### src/rtl/spwtcr_pkg.sv
// Shared types and constants for the SpaceWire link-interface controller.
// The link-state encoding is visible on the linkState port.
package spwtcr_pkg;

    typedef enum logic [2:0] {
        ERROR_RESET = 3'd0,
        ERROR_WAIT  = 3'd1,
        READY       = 3'd2,
        STARTED     = 3'd3,
        CONNECTING  = 3'd4,
        RUN         = 3'd5
    } link_state_t;

    // enableTimer is held low this many clocks after every state change
    localparam int unsigned TIMER_GAP_CLK = 1;
    localparam int unsigned TIMER_GAP_W   = $clog2(TIMER_GAP_CLK + 1);

    // States in which the shared 6.4/12.8 us timer runs
    function automatic logic is_timed(input link_state_t s);
        return (s == ERROR_RESET) || (s == ERROR_WAIT) ||
               (s == STARTED)     || (s == CONNECTING);
    endfunction

endpackage

### src/rtl/spwtcr_link_ctrl.sv
// SpaceWire link-interface state machine: sequences codec RX/TX from ErrorReset to Run
// and drives the external FSM timer. Outputs are registered and decoded from next state.
module spwtcr_link_ctrl
    import spwtcr_pkg::*;
(
    input  logic       CLOCK,
    input  logic       RESETn,
    input  logic       linkStart,
    input  logic       autoStart,
    input  logic       linkDisable,
    input  logic       gotNULL,
    input  logic       gotFCT,
    input  logic       gotNChar,
    input  logic       gotTimeCode,
    input  logic       disconnErr,
    input  logic       parityErr,
    input  logic       escapeErr,
    input  logic       creditErr,
    input  logic       after64,
    input  logic       after128,
    output logic       enableTimer,
    output logic       rxEnable,
    output logic       txEnable,
    output logic       sendNULLs,
    output logic       sendFCTs,
    output logic       sendNChars,
    output logic [2:0] linkState,
    output logic       linkErrPulse
);

    link_state_t            state_q, state_d;
    logic                   null_seen_q, null_seen_d;
    logic [TIMER_GAP_W-1:0] gap_q, gap_d;

    logic err, proto, link_en, err_exit;
    logic enable_timer_d, rx_d, tx_d, nulls_d, fcts_d, nchars_d;

    // Next-state and registered-output decode
    always_comb begin
        err      = disconnErr | parityErr | escapeErr;
        proto    = gotFCT | gotNChar | gotTimeCode;
        link_en  = !linkDisable && (linkStart || (autoStart && (null_seen_q || gotNULL)));
        state_d  = state_q;
        err_exit = 1'b0;

        // Error and timeout exits take priority over any advance in the same cycle
        case (state_q)
            ERROR_RESET: begin
                if (after64) state_d = ERROR_WAIT;
            end
            ERROR_WAIT: begin
                if (err || proto) begin
                    state_d  = ERROR_RESET;
                    err_exit = 1'b1;
                end else if (after128) begin
                    state_d = READY;
                end
            end
            READY: begin
                if (err || proto) begin
                    state_d  = ERROR_RESET;
                    err_exit = 1'b1;
                end else if (link_en) begin
                    state_d = STARTED;
                end
            end
            STARTED: begin
                if (after128 || err || proto) begin
                    state_d  = ERROR_RESET;
                    err_exit = 1'b1;
                end else if (null_seen_q || gotNULL) begin
                    state_d = CONNECTING;
                end
            end
            CONNECTING: begin
                if (after128 || err || gotNChar || gotTimeCode) begin
                    state_d  = ERROR_RESET;
                    err_exit = 1'b1;
                end else if (gotFCT) begin
                    state_d = RUN;
                end
            end
            RUN: begin
                if (err || creditErr) begin
                    state_d  = ERROR_RESET;
                    err_exit = 1'b1;
                end else if (linkDisable) begin
                    state_d = ERROR_RESET;
                end
            end
            default: state_d = ERROR_RESET;
        endcase

        null_seen_d = null_seen_q;
        if (state_d == ERROR_RESET) begin
            null_seen_d = 1'b0;
        end else if (gotNULL && ((state_q == ERROR_WAIT) || (state_q == READY) ||
                                 (state_q == STARTED))) begin
            null_seen_d = 1'b1;
        end

        // Restart gap so each timed state counts from zero
        if (state_d != state_q) begin
            gap_d = TIMER_GAP_W'(TIMER_GAP_CLK);
        end else if (gap_q != '0) begin
            gap_d = gap_q - TIMER_GAP_W'(1);
        end else begin
            gap_d = '0;
        end

        enable_timer_d = is_timed(state_d) && (gap_d == '0);
        rx_d           = (state_d != ERROR_RESET);
        tx_d           = (state_d == STARTED) || (state_d == CONNECTING) || (state_d == RUN);
        nulls_d        = tx_d;
        fcts_d         = (state_d == CONNECTING) || (state_d == RUN);
        nchars_d       = (state_d == RUN);
    end

    always_ff @(posedge CLOCK or negedge RESETn) begin
        if (!RESETn) begin
            state_q      <= ERROR_RESET;
            null_seen_q  <= 1'b0;
            gap_q        <= '0;
            enableTimer  <= 1'b0;
            rxEnable     <= 1'b0;
            txEnable     <= 1'b0;
            sendNULLs    <= 1'b0;
            sendFCTs     <= 1'b0;
            sendNChars   <= 1'b0;
            linkErrPulse <= 1'b0;
        end else begin
            state_q      <= state_d;
            null_seen_q  <= null_seen_d;
            gap_q        <= gap_d;
            enableTimer  <= enable_timer_d;
            rxEnable     <= rx_d;
            txEnable     <= tx_d;
            sendNULLs    <= nulls_d;
            sendFCTs     <= fcts_d;
            sendNChars   <= nchars_d;
            linkErrPulse <= err_exit;
        end
    end

    assign linkState = state_q;

endmodule
### config.mk
export PLATFORM = sky130hd
export DESIGN_NAME = spwtcr_link_ctrl
export DESIGN_NICKNAME = d
export VERILOG_FILES = /design/src/rtl/spwtcr_pkg.sv /design/src/rtl/spwtcr_link_ctrl.sv
export SDC_FILE = /design/constraint.sdc
export NUM_CORES = 1
export LEC_CHECK = 0
export BUFFER_PORTS_ARGS = -buffer_cell sky130_fd_sc_hd__buf_2
export CORE_MARGIN = 4
export CORE_UTILIZATION = 31
export CTS_CLUSTER_DIAMETER = 80
export CTS_CLUSTER_SIZE = 40
export DETAILED_ROUTE_END_ITERATION = 12
export HOLD_SLACK_MARGIN = 0.12
export MAX_ROUTING_LAYER = met4
export PLACE_DENSITY_LB_ADDON = 0.05
export SLEW_MARGIN = 20
export SYNTH_ARGS = -nofsm -noshare
export SYNTH_HDL_FRONTEND = slang
export SYNTH_SLANG_ARGS = --single-unit
### constraint.sdc
create_clock -name CLOCK -period 2.1 [get_ports CLOCK]
set_input_delay 0.525 -clock CLOCK [delete_from_list [all_inputs] [get_ports CLOCK]]
set_output_delay 0.525 -clock CLOCK [all_outputs]
set_load 0.02 [all_outputs]
==> impl_metrics.yaml <==
drt:
  wl_per_cell_um: 12.7
  vias_per_cell: 5.21
  wl_um: 1460
  drc: 0
  ant_nets: 0
  drt_iter0_drc: 11
  dr.pass1.iters: 5
  dr_total_vias: 599
floorplanning:
  die_h_um: 52.9
  core_area_um2: 1820
  die-area_um2: 2800
  rows: 15
  die_w_um: 52.9
  io_pins: 25
  start_util: 0.344
worst_setup_path:
  crit_required_ns: 2.24
  crit_type: "in -> reg"
  endpoint_kind: "flip-flop"
  arrival_ns: 1.92
  crit_fanout: 5
  worstSetupStartpointType: "input pin"
placement:
  place_hpwl_um: 1150
  place_congestion: 0.808
  place_inst: 111
  port_buffers: 24
clock_tree:
  cts_root_buf: "clkbuf_4"
  cts.repair.resized: 0
  clock_latency_ns: 0.26
  clock_sink_count: 10
  cts_tree: "yes"
  cts_max_path_buffers: 2
  clk_pin_slew_worst_paths_ns: 0.07
  numCtsBuffers: 3
  htreeDepth: 1
sta:
  drv_slew: 0
  setup_viol: 0
  finalHoldViolCount: 0
  fmax_ghz: 0.563
  timing.final.crit_share: 0.845
  slew_headroom: 0.751
  tightest_slew_ns: 0.374
  finalSetupTns_ns: 0
  min_period_ns: 1.78
  rsz0062_at_grt: "no"
  finClkSkew_ns: 0.00399
layout:
  multi_input_area_um2: 328
  fin_cells: 115
  layout-drive-gt1-share: 0.367
  seqCellArea_um2: 250
  nFillCells: 190
  area_growth_pct: 26.0
  nets: 107
  antenna_cells: 0
  final_util: 0.433
synth:
  yosys_warnings: 0
  synth_cells: 65
  synthDistinctLibCells: 32
  syn_area_per_cell_um2: 9.62
  ys_seq_area_frac: 0.400
  synthArstFlopShare: 1.00
  synth_edf_count: 0
  synth_nets: 80
  synth_area_um2: 626
  synth_flop_cell: "dfrtp_1"
  yosys_register_bits: 10
power:
  ir_drop_mv: 0.173
  power.density_nw_per_um2: 510
  leakage_uw: 0.000398
global_route:
  grt_pass1_vias: 503
  grt_max_degree: 12
  antenna_found_initial: 0
  grt_usage: 0.121
  grt_pass1_wl_um: 2340
  grt_overflow_total: 0
flow_run:
  cap_violations: 0
min_path:
  hold_class: "reg -> reg"
status:
  status: "completed"
[logic make-up (layout without fill, tap and decap cells)]
family                 after synthesis  in the layout  share of synthesized area
buffers and inverters                9             34                     0.0760
DFF                                 10             10                      0.400
and+or+nand+nor                     28             28                      0.272
AOI/OAI and AO/OA                   17             17                      0.236
muxes                                1              1                     0.0160
[layout by cell type (no fill, tap or decap), drive strengths merged]
cell         synthesis  final
o2111a               1      1
nor3b                2      2
o31a                 1      1
o221a                1      1
nand4b               1      1
a31oi                1      1
a21oi                2      2
nor4                 1      1
o21a                 3      3
dfrtp               10     10
inv                  5      5
o2bb2ai              2      2
o22a                 1      1
a32o                 1      1
dlygate4sd3          0      1
or4                  1      1
a32oi                1      1
nor3                 3      3
and3                 1      1
buf                  4     25
clkbuf               0      3
nor2b                1      1
or2                  1      1
mux2i                1      1
nor2                 9      9
nand2                3      3
a311oi               1      1
nand3                3      3
nand2b               2      2
a2bb2oi              1      1
o21ai                1      1
[layer usage]
layer | routed length [um] | track usage | up-vias
met5 | 0 | - | -
met4 | 38 | 0.0766 | 0
met1 | 659 | 0.162 | 272
met3 | 129 | 0.0169 | 4
li1 | - | - | 289
met2 | 628 | 0.169 | 34
[Yosys cell counts (2+ instances only)]
library cell  count  area share
a21oi_1           2       0.016
nor3_4            2       0.052
nor3b_1           2       0.024
nand2b_1          2       0.020
o21a_1            3       0.036
nor2_1            9       0.054
inv_1             5       0.030
dfrtp_1          10        0.40
nand3_1           3       0.024
buf_2             2       0.016
nand2_1           3       0.018
o2bb2ai_1         2       0.028
[final timing paths]
check	start	end	slack, ns	depth (start not counted)
min in group asynchronous	RESETn	rxEnable	0.66	2
worst max-delay path	gotNChar	enableTimer	0.32	6
worst min register to register	null_seen_q	null_seen_q	0.60	1
worst min-delay path	null_seen_q	null_seen_q	0.60	1
worst max register to register	linkState[1]	rxEnable	0.45	5
max in group asynchronous	RESETn	linkState[2]	1.26	2
[final cells by class]
type / count / share of cell area
Clock buffer: 3 / 0.0286
Inverter: 5 / 0.0238
Multi-Input combinational cell: 46 / 0.416
Sequential cell: 10 / 0.317
Tap cell: 25 / 0.0397
Timing Repair Buffer: 26 / 0.175
[power by group]
| part | internal [uW] | total (uW) | switching [uW] |
|---|---|---|---|
| Sequential | 199 | 203 | 4.28 |
| Clock | 66.1 | 130 | 63.6 |
| Combinational | 29.6 | 69.3 | 39.7 |
| Total | 295 | 402 | 108 |
[worst max-delay path, stage by stage]
cell and delay [ns]:
buf_2 0.10, or4_4 0.56, nor3_4 0.23, o21ai_2 0.12, and3_1 0.16, o221a_1 0.23
[flip-flops by register name (all words and copies together) (netlist names)]
signal,flops
sendNChars,1
linkState,3
enableTimer,1
sendNULLs,1
linkErrPulse,1
null_seen_q,1
sendFCTs,1
rxEnable,1
[per-stage QoR]
step | hold WS, ns | total power (uW) | worst slack (ns) | instance area, um2
4_1_cts | 0.605 | 407 | 0.346 | 788
3_3_place_gp | 0.397 | 275 | 0.116 | 756
5_1_grt | 0.643 | 425 | 0.258 | 788
6_report | 0.599 | 402 | 0.325 | 788
2_1_floorplan | 0.229 | 243 | 0.261 | 626
3_5_place_dp | 0.398 | 275 | 0.0723 | 756
[timing repair]
| item | 4_1_cts | 5_1_grt |
|---|---|---|
| setup endpoints to repair | 0 | 0 |
| endpoints found under the hold margin | 10 | 0 |
| hold buffers | 1 | 0 |
| buffers inserted | 0 | 0 |
No activity file was read; power rests on OpenSTA's default activity.
